**src/rtl/up_down_counter_param.sv**
```systemverilog
// WIDTH-bit loadable up/down counter with programmable terminal value,
// wrap/saturate limit handling and registered overflow/underflow pulses.
module up_down_counter_param #(
    parameter int unsigned      WIDTH   = 8,
    parameter logic [WIDTH-1:0] MAX_VAL = {WIDTH{1'b1}}
) (
    input  logic             clk,
    input  logic             clr,
    input  logic             en,
    input  logic             mode,
    input  logic             sat,
    input  logic             sclr,
    input  logic             ld,
    input  logic [0:WIDTH-1] d_in,
    output logic [0:WIDTH-1] count,
    output logic             tc,
    output logic             ovf,
    output logic             udf
);

    logic [WIDTH-1:0] count_q, count_d;
    logic             ovf_q, ovf_d;
    logic             udf_q, udf_d;
    logic             at_max;
    logic             at_zero;

    assign at_max  = (count_q == MAX_VAL);
    assign at_zero = (count_q == '0);

    always_comb begin
        count_d = count_q;
        ovf_d   = 1'b0;
        udf_d   = 1'b0;
        if (sclr) begin
            count_d = '0;
        end else if (ld) begin
            count_d = (d_in > MAX_VAL) ? MAX_VAL : d_in;
        end else if (en) begin
            if (mode) begin
                if (at_max) begin
                    ovf_d   = 1'b1;
                    count_d = sat ? MAX_VAL : '0;
                end else begin
                    count_d = count_q + WIDTH'(1);
                end
            end else begin
                // Wrap goes to MAX_VAL, not to the all-ones pattern.
                if (at_zero) begin
                    udf_d   = 1'b1;
                    count_d = sat ? '0 : MAX_VAL;
                end else begin
                    count_d = count_q - WIDTH'(1);
                end
            end
        end
    end

    always_ff @(posedge clk or negedge clr) begin
        if (!clr) begin
            count_q <= '0;
            ovf_q   <= 1'b0;
            udf_q   <= 1'b0;
        end else begin
            count_q <= count_d;
            ovf_q   <= ovf_d;
            udf_q   <= udf_d;
        end
    end

    assign count = count_q;
    assign ovf   = ovf_q;
    assign udf   = udf_q;
    assign tc    = mode ? at_max : at_zero;

endmodule

```
**config.mk**
```make
export PLATFORM = sky130hd
export DESIGN_NAME = up_down_counter_param
export DESIGN_NICKNAME = d
export VERILOG_FILES = /design/src/rtl/up_down_counter_param.sv
export SDC_FILE = /design/constraint.sdc
export NUM_CORES = 1
export LEC_CHECK = 0
export BUFFER_PORTS_ARGS = -buffer_cell sky130_fd_sc_hd__buf_2
export CAP_MARGIN = 20
export CORE_AREA = 3 3 52 54
export DETAILED_ROUTE_END_ITERATION = 6
export DIE_AREA = 0 0 55 57
export GPL_TIMING_DRIVEN = 0
export PLACE_DENSITY = 0.68
export SLEW_MARGIN = 10
export SYNTH_ARGS = -nofsm -noshare
export SYNTH_HDL_FRONTEND = slang
export SYNTH_SLANG_ARGS = --single-unit
```
**constraint.sdc**
```tcl
create_clock -name clk -period 2.77 [get_ports clk]
set_input_delay 0.4155 -clock clk [delete_from_list [all_inputs] [get_ports clk]]
set_output_delay 0.4155 -clock clk [all_outputs]
set_load 0.005 [all_outputs]
```
==> summary.md <==
| Metric | Value |
|---|---|
| Clock Skew | roughly 6.6 ps |
| Mapped Nets | around 170 |
| Total clock sinks | 10 |
| Tcrit/Tclk final | 0.927 |
| Yosys Warn Count | 0 |
| Leftover overflow at the end of global routing | 0 |
| Width of the chip | ~55 um |
| Antenna diode instance count | 0 |
| Top flip-flop cell by instance count after synthesis | dfrtp_1 |
| Total wire length after detailed routing | 3350 um |
| Die Outline Area | 3140 um2 |
| Post-Place Cells | approximately 200 |
| Minimum clock period after layout | approximately 2600 ps |
| Clock latency of the later-clocked register in the worst-skew pair | 280 ps |
| Synthesis-stage register bit count | 10 |
| Peak Freq | 0.389 GHz |
| Pin count of the biggest net entering global routing | 11 |
| Clock tree from TritonCTS | done |
| Antenna violations before repair | 0 |
| Yosys cell types | 50 |
| Async S/R FF share, synth | 1.00 |
| Final-stage net count | 196 |
| CTS buffer count | 3 |
| Setup TNS after final layout | 0 ps |
| First-pass GRT wire length | around 5400 um |
| Path type of the worst setup path | reg -> out |
| Required arrival time at the worst endpoint | between 2000 and 2500 ps |
| Worst Setup End Kind | output port |
| Half-perimeter wire length after placement | about 2500 um |
| Total setup buffers inserted after CTS | 0 |
| GPL Wtd Cong | between 0.9 and 1 |
| Crit path largest cell delay | approximately 400 ps |
| Unrepaired setup endpoints after global routing | no |
| Worst hold slack | -2.54 ps |
| Buffer levels on the longest clock path | 2 |
| Area growth syn-to-layout | 17.6% |
| Synth Area per Inst | around 7.5 um2 |
| Number of synthesized flops with an enable pin | 0 |
| Critical-path maximum fanout | 8 |
| Fraction of final layout cells with drive strength greater than 1 | 0.209 |
| Via count of the first global-routing pass | 1153 |
| Fin util | 0.582 |
| Final instance count without filler cells | a little over 200 |
| Maximum capacitance violations | 0 |
| Vias post-DR | 1295 |
| DRC violation total after the first TritonRoute iteration | 89 |
| Post-Syn Instances | around 150 |
| Leakage | 0.558 nW |
| Type of origin of the critical path | register |
| Clock-pin slew on the worst setup and hold paths | approximately 80 ps |
| Number of buffers inserted for hold repair after clock tree synthesis | 0 |
| Hold Vio Cnt, Final | 4 |
| Clock Tree Root | clkbuf_4 |
| Sequential share of the synthesized area | 0.224 |
| Routed via count divided by cell count | approximately 6.3 |
| Number of port buffers | 25 |
| Final setup violation count | 0 |
| Max-slew violations | 0 |
| Total standard cell area after synthesis | approximately 1100 um2 |
| Standard cell core area | around 2300 um2 |
| # rows | 17 |
| Hold Crit Class | in -> async |
| Slew at the pin with the worst max-slew slack | 615 ps |
| Violations in the final reports | design-rule violations, negative hold slack |
| Arrival time of the worst setup path | approximately 2200 ps |
| Commonest cells after routing, fill and taps aside | buf_2, nand2_1, dfrtp_1 |
| Global-route usage over all layers | 0.230 |
| Average wire per cell in the routed design | between 15 and 20 um |
| Number of routed nets with antenna violations | 0 |
| IO Pins | 26 |
| Number of detailed-route iterations in the first pass | 7 |
| Starting density of the core | 0.494 |
| Die height | 57 um |
| Master of the slowest instance on the critical path | nor3b_2 |
| Number of gates resized after cts | 0 |
| Number of H-tree branching levels | 1 |
| Total power divided by cell area | roughly 400 nW/um2 |
| Number of design rule violations left after detail routing | 2 |
| Cell chain of the critical path | clkbuf_1 -> inv_1 -> ha_1 -> nor3b_2 -> nand2_1 -> o21ai_1 -> buf_2 |
| Most common library cell in the layout ignoring fill and taps | buf_2 |
| Worst max-slew margin expressed relative to the limit | 0.587 |
| Worst IR drop on VDD | between 0.2 and 0.3 mV |
| Status | finished, violations left |
-- critical path, delay by kind of cell (launching register included) --
kind | cells | cell delay (ps)
adder cells (fa/ha/maj) | 1 | 210
flip-flops | 1 | 390
AO/OA/AOI/OAI | 1 | 170
buffers and inverters | 3 | 490
AND/OR/NAND/NOR | 2 | 620
-- synthesized netlist by cell type, types with 3 or more instances --
cell type | n | area, um2
dfrtp_1 | 10 | 250
o21ai_0 | 5 | 25.0
ha_1 | 3 | 37.5
nand3_1 | 8 | 40.0
o221ai_1 | 4 | 35.0
inv_1 | 7 | 26.3
nor2_1 | 8 | 30.0
xor2_1 | 3 | 26.3
a21o_1 | 3 | 22.5
nor3_1 | 7 | 35.0
nor2b_1 | 4 | 25.0
a21oi_1 | 9 | 45.0
nand4_1 | 4 | 25.0
nand2_1 | 17 | 63.8
buf_2 | 3 | 15.0
clkbuf_1 | 8 | 30.0
-- routing by layer --
layer | up-vias | wire length [um] | global-route usage
met5 | - | 0 | 0
li1 | 619 | - | -
met4 | 0 | 40 | 0.0590
met1 | 594 | 1450 | 0.361
met3 | 8 | 363 | 0.0418
met2 | 74 | 1490 | 0.319
-- flip-flops by register name, indices dropped and copies added, names as in the netlist --
register  flops
udf           1
count         8
ovf           1
-- power by group --
| group | internal, mW | leakage (nW) | total (mW) | switching, mW |
|---|---|---|---|---|
| combinational | 0.0839 | 0.403 | 0.212 | 0.128 |
| clock | 0.0800 | 0.0210 | 0.139 | 0.0588 |
| sequential | 0.156 | 0.133 | 0.173 | 0.0165 |
| total | 0.320 | 0.558 | 0.524 | 0.203 |
-- through the flow --
step	worst slack, ps	instance area, um2	power, mW
6_report	202	1310	0.524
5_1_grt	69.6	1310	0.560
4_1_cts	253	1310	0.519
3_5_place_dp	538	1270	0.382
3_3_place_gp	528	1270	0.381
2_1_floorplan	763	1110	0.316
-- final timing paths --
kind | start | depth (start not counted) | slack [ps] | endpoint
max in group asynchronous | clr | 1 | 2550 | count[7]$_DFFE_PN0P_
worst max register to register | count[7]$_DFFE_PN0P_ | 7 | 540 | count[3]$_DFFE_PN0P_
worst max-delay path | count[7]$_DFFE_PN0P_ | 7 | 200 | tc
worst min-delay path | clr | 1 | -3 | count[3]$_DFFE_PN0P_
min in group clk | d_in[7] | 2 | 360 | count[7]$_DFFE_PN0P_
worst min register to register | count[4]$_DFFE_PN0P_ | 2 | 810 | count[4]$_DFFE_PN0P_
-- logic make-up after synthesis --
group,share of synthesized area
AND/OR/NAND/NOR,0.324
AO/OA/AOI/OAI,0.301
buffers and inverters,0.0673
flip-flops,0.224
XOR/XNOR,0.0314
adder cells (fa/ha/maj),0.0337
multiplexers,0.0180
-- area by class of cell --
cell class | count | area (um2)
buffer | 12 | 48.8
fill | 221 | 943
multi-input combinational | 119 | 790
sequential | 10 | 250
clock buffer | 4 | 36.3
tap | 28 | 35.0
timing repair buffer | 25 | 125
inverter | 7 | 26.3
(Power assumes the default switching activity.)
